### config.mk
export PLATFORM = sky130hd
export DESIGN_NAME = uart_mem_bridge_flat
export DESIGN_NICKNAME = d
export VERILOG_FILES = /design/src/rtl/uart_mem_bridge_pkg.sv /design/src/rtl/uart_mem_bridge_if.sv /design/src/rtl/uart_bridge_txq.sv /design/src/rtl/uart_mem_bridge.sv /design/src/flat_wrapper.sv
export SDC_FILE = /design/constraint.sdc
export NUM_CORES = 1
export LEC_CHECK = 0
export BUFFER_PORTS_ARGS = -buffer_cell sky130_fd_sc_hd__buf_2
export CAP_MARGIN = 25
export CELL_PAD_IN_SITES_DETAIL_PLACEMENT = 0
export CELL_PAD_IN_SITES_GLOBAL_PLACEMENT = 1
export CORE_ASPECT_RATIO = 1.25
export CORE_UTILIZATION = 40
export CTS_BUF_LIST = sky130_fd_sc_hd__clkbuf_8
export CTS_CLUSTER_SIZE = 25
export DETAILED_ROUTE_END_ITERATION = 10
export PLACE_DENSITY_LB_ADDON = 0.2
export SLEW_MARGIN = 20
export SYNTH_ARGS = -nofsm -noshare
export SYNTH_HDL_FRONTEND = slang
export SYNTH_SLANG_ARGS = --single-unit
### constraint.sdc
create_clock -name i_clk -period 7.6 [get_ports i_clk]
set_input_delay 1.14 -clock i_clk [delete_from_list [all_inputs] [get_ports i_clk]]
set_output_delay 1.14 -clock i_clk [all_outputs]
set_load 0.03 [all_outputs]
### src/rtl/uart_mem_bridge_pkg.sv
// Shared constants and FSM encoding for the UART-to-memory command bridge.
package uart_mem_bridge_pkg;

  localparam logic [7:0] OPC_WRITE = 8'h01;
  localparam logic [7:0] OPC_READ  = 8'h02;

  typedef enum logic [5:0] {
    StIdle = 6'b000001,
    StOpc  = 6'b000010,
    StAddr = 6'b000100,
    StData = 6'b001000,
    StMem  = 6'b010000,
    StResp = 6'b100000
  } state_e;

endpackage

### src/rtl/uart_mem_bridge_if.sv
// Byte FIFO (rx/tx) and memory request signals between the bridge and its neighbours.
interface uart_mem_bridge_if;

  logic        rx_avail;
  logic [7:0]  rx_byte;
  logic        rx_pop;
  logic        tx_ready;
  logic [7:0]  tx_byte;
  logic        tx_push;
  logic        mem_req;
  logic        mem_we;
  logic [31:0] mem_addr;
  logic [31:0] mem_wdata;
  logic [31:0] mem_rdata;
  logic        mem_ack;

  modport master (
    input  rx_avail, rx_byte, tx_ready, mem_rdata, mem_ack,
    output rx_pop, tx_byte, tx_push, mem_req, mem_we, mem_addr, mem_wdata
  );

  modport slave (
    output rx_avail, rx_byte, tx_ready, mem_rdata, mem_ack,
    input  rx_pop, tx_byte, tx_push, mem_req, mem_we, mem_addr, mem_wdata
  );

endinterface

### src/rtl/uart_bridge_txq.sv
// Response queue: loads 1 or 4 bytes and pushes them LSB first, never on adjacent cycles.
module uart_bridge_txq (
  input  logic        i_clk,
  input  logic        i_rst,
  input  logic        i_load,
  input  logic        i_four,
  input  logic [31:0] i_data,
  input  logic        i_tx_ready,
  output logic [7:0]  o_tx_byte,
  output logic        o_tx_push,
  output logic        o_done
);

  logic [31:0] r_shift;
  logic [2:0]  r_left;
  logic        r_push;
  logic [7:0]  r_byte;
  logic        r_done;

  logic [31:0] w_shift;
  logic [2:0]  w_left;
  logic        w_fire;

  // A load may fire in the same cycle so the first push follows the load by one cycle.
  always_comb begin
    w_shift = i_load ? i_data : r_shift;
    w_left  = i_load ? (i_four ? 3'd4 : 3'd1) : r_left;
    w_fire  = (w_left != 3'd0) && i_tx_ready && !r_push;
  end

  always_ff @(posedge i_clk) begin
    if (i_rst) begin
      r_shift <= '0;
      r_left  <= '0;
      r_push  <= 1'b0;
      r_byte  <= '0;
      r_done  <= 1'b0;
    end else begin
      r_push <= w_fire;
      r_done <= w_fire && (w_left == 3'd1);
      if (w_fire) begin
        r_byte  <= w_shift[7:0];
        r_shift <= {8'h00, w_shift[31:8]};
        r_left  <= w_left - 3'd1;
      end else begin
        r_shift <= w_shift;
        r_left  <= w_left;
      end
    end
  end

  assign o_tx_byte = r_byte;
  assign o_tx_push = r_push;
  assign o_done    = r_done;

endmodule

### src/rtl/uart_mem_bridge.sv
// Parses host command packets from the rx FIFO, performs one 32-bit memory access and
// queues the response bytes to the tx FIFO.
module uart_mem_bridge
  import uart_mem_bridge_pkg::*;
#(
  parameter int unsigned TIMEOUT_CYCLES = 1000000,
  parameter logic [7:0]  ACK_BYTE       = 8'hA5,
  parameter logic [7:0]  ERR_BYTE       = 8'hEE
) (
  input  logic              i_clk,
  input  logic              i_rst,
  uart_mem_bridge_if.master bus,
  output logic              o_busy,
  output logic              o_timeout_err
);

  localparam int unsigned    CntW   = $clog2(TIMEOUT_CYCLES + 1);
  localparam logic [CntW-1:0] CntMax = CntW'(TIMEOUT_CYCLES - 1);

  state_e      r_state, w_state;
  logic        r_pop;
  logic [7:0]  r_byte;
  logic [1:0]  r_idx;
  logic [CntW-1:0] r_cnt;
  logic        r_we;
  logic [31:0] r_addr;
  logic [31:0] r_wdata;
  logic        r_req;
  logic        r_tmo;

  logic        w_collect;
  logic        w_tmo;
  logic        w_take;
  logic        w_ack;
  logic        w_load;
  logic        w_four;
  logic [31:0] w_load_data;
  logic        w_txq_done;

  assign w_collect = (r_state == StAddr) || (r_state == StData);
  assign w_tmo     = w_collect && (r_cnt == CntMax);
  // The byte is latched on the edge that raises rx_pop and consumed during the pop cycle.
  assign w_take    = bus.rx_avail && !r_pop && !w_tmo &&
                     ((r_state == StIdle) || w_collect);
  assign w_ack     = r_req && bus.mem_ack;

  always_comb begin
    w_state     = r_state;
    w_load      = 1'b0;
    w_four      = 1'b0;
    w_load_data = 32'h0;
    unique case (r_state)
      StIdle: if (r_pop) w_state = StOpc;
      StOpc: begin
        if (r_byte == OPC_WRITE || r_byte == OPC_READ) begin
          w_state = StAddr;
        end else begin
          w_state     = StResp;
          w_load      = 1'b1;
          w_load_data = {24'h0, ERR_BYTE};
        end
      end
      StAddr: begin
        if (w_tmo) w_state = StIdle;
        else if (r_pop && r_idx == 2'd3) w_state = r_we ? StData : StMem;
      end
      StData: begin
        if (w_tmo) w_state = StIdle;
        else if (r_pop && r_idx == 2'd3) w_state = StMem;
      end
      StMem: begin
        if (w_ack) begin
          w_state     = StResp;
          w_load      = 1'b1;
          w_four      = !r_we;
          w_load_data = r_we ? {24'h0, ACK_BYTE} : bus.mem_rdata;
        end
      end
      StResp: if (w_txq_done) w_state = StIdle;
      default: w_state = StIdle;
    endcase
  end

  always_ff @(posedge i_clk) begin
    if (i_rst) begin
      r_state <= StIdle;
      r_pop   <= 1'b0;
      r_byte  <= '0;
      r_idx   <= '0;
      r_cnt   <= '0;
      r_we    <= 1'b0;
      r_addr  <= '0;
      r_wdata <= '0;
      r_req   <= 1'b0;
      r_tmo   <= 1'b0;
    end else begin
      r_state <= w_state;
      r_pop   <= w_take;
      r_tmo   <= w_tmo;
      if (w_take) r_byte <= bus.rx_byte;
      if (r_state == StOpc) begin
        r_we  <= (r_byte == OPC_WRITE);
        r_idx <= '0;
      end
      if (r_pop && w_collect) r_idx <= r_idx + 2'd1;
      if (r_pop && r_state == StAddr) r_addr  <= {r_byte, r_addr[31:8]};
      if (r_pop && r_state == StData) r_wdata <= {r_byte, r_wdata[31:8]};
      if (w_tmo) r_idx <= '0;
      r_cnt <= (w_collect && !w_tmo && !w_take) ? r_cnt + CntW'(1) : '0;
      // Entry cycle raises the request; the ack edge drops it.
      r_req <= (r_state == StMem) && !w_ack;
    end
  end

  uart_bridge_txq u_txq (
    .i_clk      (i_clk),
    .i_rst      (i_rst),
    .i_load     (w_load),
    .i_four     (w_four),
    .i_data     (w_load_data),
    .i_tx_ready (bus.tx_ready),
    .o_tx_byte  (bus.tx_byte),
    .o_tx_push  (bus.tx_push),
    .o_done     (w_txq_done)
  );

  assign bus.rx_pop    = r_pop;
  assign bus.mem_req   = r_req;
  assign bus.mem_we    = r_we;
  assign bus.mem_addr  = r_addr;
  assign bus.mem_wdata = r_wdata;
  assign o_busy        = (r_state != StIdle);
  assign o_timeout_err = r_tmo;

endmodule

### src/flat_wrapper.sv
// flat-port wrapper written by rule: the top's interface ports become plain ports
module uart_mem_bridge_flat import uart_mem_bridge_pkg::*;
#(
  parameter int unsigned TIMEOUT_CYCLES = 1000000,
  parameter logic [7:0]  ACK_BYTE       = 8'hA5,
  parameter logic [7:0]  ERR_BYTE       = 8'hEE
)
  (i_clk, i_rst, o_busy, o_timeout_err, bus_rx_avail, bus_rx_byte, bus_tx_ready, bus_mem_rdata, bus_mem_ack, bus_rx_pop, bus_tx_byte, bus_tx_push, bus_mem_req, bus_mem_we, bus_mem_addr, bus_mem_wdata);
  uart_mem_bridge_if bus_i ();
  input  logic i_clk;
  input  logic i_rst;
  output logic o_busy;
  output logic o_timeout_err;
  input wire logic [$bits(bus_i.rx_avail)-1:0] bus_rx_avail;
  input wire logic [$bits(bus_i.rx_byte)-1:0] bus_rx_byte;
  input wire logic [$bits(bus_i.tx_ready)-1:0] bus_tx_ready;
  input wire logic [$bits(bus_i.mem_rdata)-1:0] bus_mem_rdata;
  input wire logic [$bits(bus_i.mem_ack)-1:0] bus_mem_ack;
  output wire logic [$bits(bus_i.rx_pop)-1:0] bus_rx_pop;
  output wire logic [$bits(bus_i.tx_byte)-1:0] bus_tx_byte;
  output wire logic [$bits(bus_i.tx_push)-1:0] bus_tx_push;
  output wire logic [$bits(bus_i.mem_req)-1:0] bus_mem_req;
  output wire logic [$bits(bus_i.mem_we)-1:0] bus_mem_we;
  output wire logic [$bits(bus_i.mem_addr)-1:0] bus_mem_addr;
  output wire logic [$bits(bus_i.mem_wdata)-1:0] bus_mem_wdata;
  assign bus_i.rx_avail = bus_rx_avail;
  assign bus_i.rx_byte = bus_rx_byte;
  assign bus_i.tx_ready = bus_tx_ready;
  assign bus_i.mem_rdata = bus_mem_rdata;
  assign bus_i.mem_ack = bus_mem_ack;
  assign bus_rx_pop = bus_i.rx_pop;
  assign bus_tx_byte = bus_i.tx_byte;
  assign bus_tx_push = bus_i.tx_push;
  assign bus_mem_req = bus_i.mem_req;
  assign bus_mem_we = bus_i.mem_we;
  assign bus_mem_addr = bus_i.mem_addr;
  assign bus_mem_wdata = bus_i.mem_wdata;
  uart_mem_bridge #(.TIMEOUT_CYCLES(TIMEOUT_CYCLES), .ACK_BYTE(ACK_BYTE), .ERR_BYTE(ERR_BYTE)) u_core (.i_clk(i_clk), .i_rst(i_rst), .bus(bus_i), .o_busy(o_busy), .o_timeout_err(o_timeout_err));
endmodule
Yosys cells after proc, flatten, opt, wreduce, memory -nomap -nowiden
Cells that the tools add are included.

Bits in registers: 149. Word-level logic and storage cells: 93.

$add $sub $neg: 3. Equality and inequality tests: 17. Multiplexer cells: 26. Bitwise gates (word level): 1. Reduce and logical (&&, ||, !) cells: 30.

Operators with widths (number): $mux W32 (3); $pmux W32 S2 (1); $mux W6 (8); $pmux W6 S6 (1); $mux W24 (1); $add A20 B1 Y20 const B (1); $eq A20 B20 Y1 const B (1); $logic_and A1 B1 Y1 (15); $mux W3 (3); $eq A8 B1 Y1 const B (1); $eq A8 B2 Y1 const B (1); $mux W8 (1); $eq A6 B1 Y1 const B (1); $eq A6 B2 Y1 const B (1); $eq A6 B3 Y1 const B (1); $eq A6 B4 Y1 const B (1); $eq A6 B5 Y1 const B (1); $eq A6 B6 Y1 const B (1); $logic_not A1 Y1 (6); $ne A3 B2 Y1 const B (2); $ne A6 B1 Y1 const B (1); $reduce_or A2 Y1 (3); $mux W5 (1); $reduce_and A5 Y1 (1); 13 further kinds (20).

Longest topological paths before layout
Word-level depth: 10. Depth in mapped cells: 13.

Cells and area by module
From an unflattened synthesis, not the netlist that was laid out.

Cells, all modules: 684. Area total of the unflattened synthesis: 5974.5 um2.

Modules (own cells, without submodules): uart_mem_bridge (times used 1, cells each 533, area an instance 4259.1 um2, seq. area each 2082.0 um2); uart_bridge_txq (times used 1, cells each 151, area an instance 1715.4 um2, seq. area each 900.9 um2).

Worst setup path after synthesis
OpenSTA, ideal clock, no wires.

Path kind: in2reg. From: input port bus_mem_ack. To: register u_core.u_txq.r_shift[22]. Library setup time: 0.136 ns. Data arrival time: 3.270 ns. Data required time: 7.464 ns. Slack: 4.194 ns. Stages on the path: 11. Buffers on the path: 3. Path through: nand4_4 -> or2_0 -> clkbuf_1 -> o21ai_2 -> ha_1 -> ha_1 -> or3b_2 -> nand2b_1 -> buf_1 -> clkbuf_1 -> o22ai_1.

Word-level cells in the longest chain between the ends: 9. Elaborated cells on any way between the ends: 14. Those cells by class: mux (10); reduce/logical (4).

RTL lines: start, declared (line flat_wrapper.sv:18) `input wire logic [$bits(bus_i.mem_ack)-1:0] bus_mem_ack;`; $logic_and A1 B1 Y1 (*) (line uart_mem_bridge.sv:45) `assign w_ack = r_req && bus.mem_ack;`; $mux W1 (line uart_mem_bridge.sv:72) `if (w_ack) begin`; $mux W1 (line uart_mem_bridge.sv:52) `unique case (r_state)`; $mux W3 (2 in a row) (line uart_bridge_txq.sv:27) `w_left = i_load ? (i_four ? 3'd4 : 3'd1) : r_left;`; $reduce_bool A3 Y1 (line uart_bridge_txq.sv:28) `w_fire = (w_left != 3'd0) && i_tx_ready && !r_push;`; $logic_and A1 B1 Y1 (2 in a row) (line uart_bridge_txq.sv:28); $mux W24 (*) (line uart_bridge_txq.sv:41) `if (w_fire) begin`; end signal, assigned (line uart_bridge_txq.sv:43) `r_shift <= {8'h00, w_shift[31:8]};`; end signal, assigned (line uart_bridge_txq.sv:46) `r_shift <= w_shift;`; end, declared (line uart_bridge_txq.sv:14) `logic [31:0] r_shift;`.

Mark *: on every way between the ends. The rest lies on a longest branch, timed or not. A chain may end at the register's enable or synchronous reset.

Worst setup path after layout
From: register u_core.r_state[0]. To: register u_core.u_txq.r_shift[23].

Word-level cells in the longest chain between the ends: 8. Elaborated cells on any way between the ends: 12. Those cells by class: eq/ne (2); mux (7); reduce/logical (3).

RTL lines: start, declared (line uart_mem_bridge.sv:20) `state_e r_state, w_state;`; start signal, assigned (line uart_mem_bridge.sv:86) `r_state <= StIdle;`; start signal, assigned (line uart_mem_bridge.sv:97) `r_state <= w_state;`; $eq A6 B5 Y1 (line uart_mem_bridge.sv:52); $mux W1 (line uart_mem_bridge.sv:52); $mux W3 (2 in a row) (line uart_bridge_txq.sv:27); $reduce_bool A3 Y1 (line uart_bridge_txq.sv:28); $logic_and A1 B1 Y1 (2 in a row) (line uart_bridge_txq.sv:28); $mux W24 (*) (line uart_bridge_txq.sv:41).

Marks and branches as above.

==> key figures <==
Floorplanning
  • Area of the core: 0.0144 sq mm
  • Die area: 0.0152 sq mm
  • Top-Level Pins: 123
  • Die Width: 111 um
  • Initial Util: 40.9%
  • Num rows: 49
  • Die height: 138 um

Placed design
  • Pre-CTS WS: 3400 ps
  • Buffers on Ports: 122
  • Placed Area: 0.00656 sq mm
  • Cell count after placement: 938
  • Gpl congestion: 0.756
  • DPL Wire Length: 9.26 mm

Drt
  • Routed wire length per instance: 14.2 um
  • Final WL: 13.8 mm
  • Remaining antenna violation count: 0
  • Vias: 5051
  • DRC errors left: 0
  • 1st-iter DRT viols: 304
  • DR vias/cell: 5.21
  • Drt pass-1 iters: 4

Pwr
  • Leak: 2.71 nW
  • Cell Pwr Density: 259 mW/mm^2
  • VDD IR-drop max: 0.132 mV
  • Pwr Total: 1.82 mW

Cells and area
  • Number of diodes: 0
  • Layout area overhead: 19.4%
  • Commonest non-fill, non-tap cells in the layout: dfxtp_1 (149), nand2_1 (145), buf_2 (121), a21oi_1 (74), nor2_1 (62)
  • Fill cells: 1419
  • Final #Nets: 829
  • Post-layout util: 48.8%
  • Post-route cell area: 0.00703 sq mm
  • Fin cells: 970
  • Commonest non-fill, non-tap cell in the layout: dfxtp_1
  • Fraction of layout cells with a size suffix above 1: 21.8%

Synth
  • Top FF cell, synth: dfxtp_1
  • Register area share after synthesis: 50.7%
  • FF+latch count, synth: 149
  • Avg Inst Size Synth: 8.70 sq um
  • Cell count after synthesis: 677
  • Count of cell types in the netlist: 55
  • Async set-reset flop share out of synthesis: 0%
  • Post-synth EDFFs: 0
  • Synth warnings: 0
  • Mapped Area: 0.00589 sq mm
  • Post-Syn Nets: 727

CTS
  • CTS max path bufs: 2
  • Hold-fix buffers at CTS: 0
  • Setup bufs post-CTS: 0
  • Total CTS buffers: 17
  • H-tree depth: 4
  • Clock Sink Count: 149
  • Root Buffer Master: clkbuf_8
  • CTS tree: done
  • CTS resizes: 0
  • Worst skew pair latency: 440 ps
  • Worst-path clk slew: 80 ps

Outcome
  • Status: completed

Critical path
  • Largest stage delay, worst path: 760 ps
  • CP Depth: 8
  • Worst reg2reg path depth: 8
  • Crit path max-delay family: simple AND/OR/NAND/NOR gates
  • CP Cell Sequence: nor4_4 -> nand4_4 -> nor2_4 -> a21oi_1 -> ha_1 -> or3b_2 -> nand2b_1 -> o22ai_1
  • Slowest cell on crit path: nand2b_1
  • Crit. End Element: flip-flop
  • Worst endpoint required time: 7880 ps
  • Worst Path Arrival: 4190 ps
  • Worst path bufs/invs: 0
  • CP max FO: 33
  • CP startpoint kind: flip-flop
  • Kind of critical path: flip-flop to flip-flop

Hold path
  • Hold Path Class: flip-flop to flip-flop
  • Hold depth: 2

STA
  • Setup violators final: 0
  • Max Slew Vio Count: 0
  • Max Clock Skew: 16.5 ps
  • RSZ-0062 raised after global routing: no
  • Fmax: 255 MHz
  • Relative slew slack: 33.9%
  • Min cycle time layout: 3920 ps
  • Tightest Pin Transition: 991 ps
  • Tcrit/Tclk final: 51.5%
  • Setup WS post-layout: 3680 ps
  • Post-route setup TNS: 0 ps
  • Final Hold Viols: 0
  • Hold WS: 453 ps

GRT
  • Global route total overflow: 0
  • Number of antenna violations at the first check in global routing: 0
  • Total GRT Usage: 18.2%
  • Vias in the first global route: 4593
  • Largest net degree at the start of global routing: 77
  • First-pass GRT wire length: 22.3 mm

Run
  • MaxCap Viol Count: 0
## final timing paths
kind	from	slack (ps)	endpoint
worst max register to register	u_core.r_state[0]$_SDFFE_PP1P_	3680	u_core.u_txq.r_shift[23]$_SDFF_PP0_
worst min-delay path	u_core.bus.mem_wdata[3]$_SDFFE_PP0P_	450	u_core.bus.mem_wdata[3]$_SDFFE_PP0P_
worst max-delay path	u_core.r_state[0]$_SDFFE_PP1P_	3680	u_core.u_txq.r_shift[23]$_SDFF_PP0_
worst min register to register	u_core.bus.mem_wdata[3]$_SDFFE_PP0P_	450	u_core.bus.mem_wdata[3]$_SDFFE_PP0P_
## area by class of cell
cell class              instances  area (sq um)  share of cell area [%]
inverters                       7          26.3                   0.374
clock inverters                13           204                    2.90
flip-flops and latches        149          2980                    42.5
well taps                     178           223                    3.17
multi-input cells             476          2670                    38.0
repair buffers                128           658                    9.37
clock buffers                  19           262                    3.72
## cell usage after synthesis (5+ instances only)
library cell / n / area (sq um)
xor2_1: 6 / 52.6
a2111oi_0: 6 / 52.6
clkbuf_1: 29 / 109
nand2_1: 145 / 544
inv_1: 7 / 26.3
xnor2_1: 14 / 123
ha_1: 5 / 62.6
o21ai_0: 6 / 30.0
dfxtp_1: 149 / 2980
a22oi_1: 24 / 180
nand3_1: 13 / 65.1
nor2_1: 64 / 240
a21oi_1: 74 / 370
buf_2: 8 / 40.0
a211oi_1: 11 / 82.6
nand4_1: 5 / 31.3
o22ai_1: 21 / 131
nor3_1: 13 / 65.1
mux2i_1: 10 / 100
nand2b_1: 6 / 37.5
## worst min-delay path: stages (launching register included)
cell and delay, ps:
dfxtp_1 310, nand2_1 50, a21oi_1 50
## sequential cells by signal, summed over array words and instances (netlist names), 2 cells and up
name and count:
u_core.r_cnt 20, u_core.u_txq.o_tx_byte 8, u_core.r_byte 8, u_core.r_state 6, u_core.bus.mem_addr 32, u_core.u_txq.r_left 3, u_core.bus.mem_wdata 32, u_core.r_idx 2
u_core.u_txq.r_shift 32
## per-layer routing
layer / track usage [%] / vias up / part of all wire, % / wire length [um]
li1: - / 2562 / - / -
met1: 21.7 / 2358 / 45 / 6140
met2: 31.2 / 125 / 51 / 6960
met3: 5.02 / 6 / 4.0 / 545
met4: 6.81 / 0 / 0.77 / 106
met5: 0 / - / 0 / 0
## kinds of logic after synthesis
family,after synthesis,share of synthesized area (%)
and+or+nand+nor,282,22.3
AOI/OAI and AO/OA,159,17.1
DFF,149,50.7
buffers and inverters,52,4.12
xor gates and xnor gates,20,2.98
muxes,10,1.70
adders and majority gates,5,1.06
## power by group
group | leakage, nW | internal (mW) | switching [mW] | total [mW]
logic | 1.27 | 0.0986 | 0.172 | 0.270
clock network | 0.235 | 0.408 | 0.291 | 0.699
registers | 1.20 | 0.823 | 0.0255 | 0.849
No activity file was read; power rests on OpenSTA's default activity.
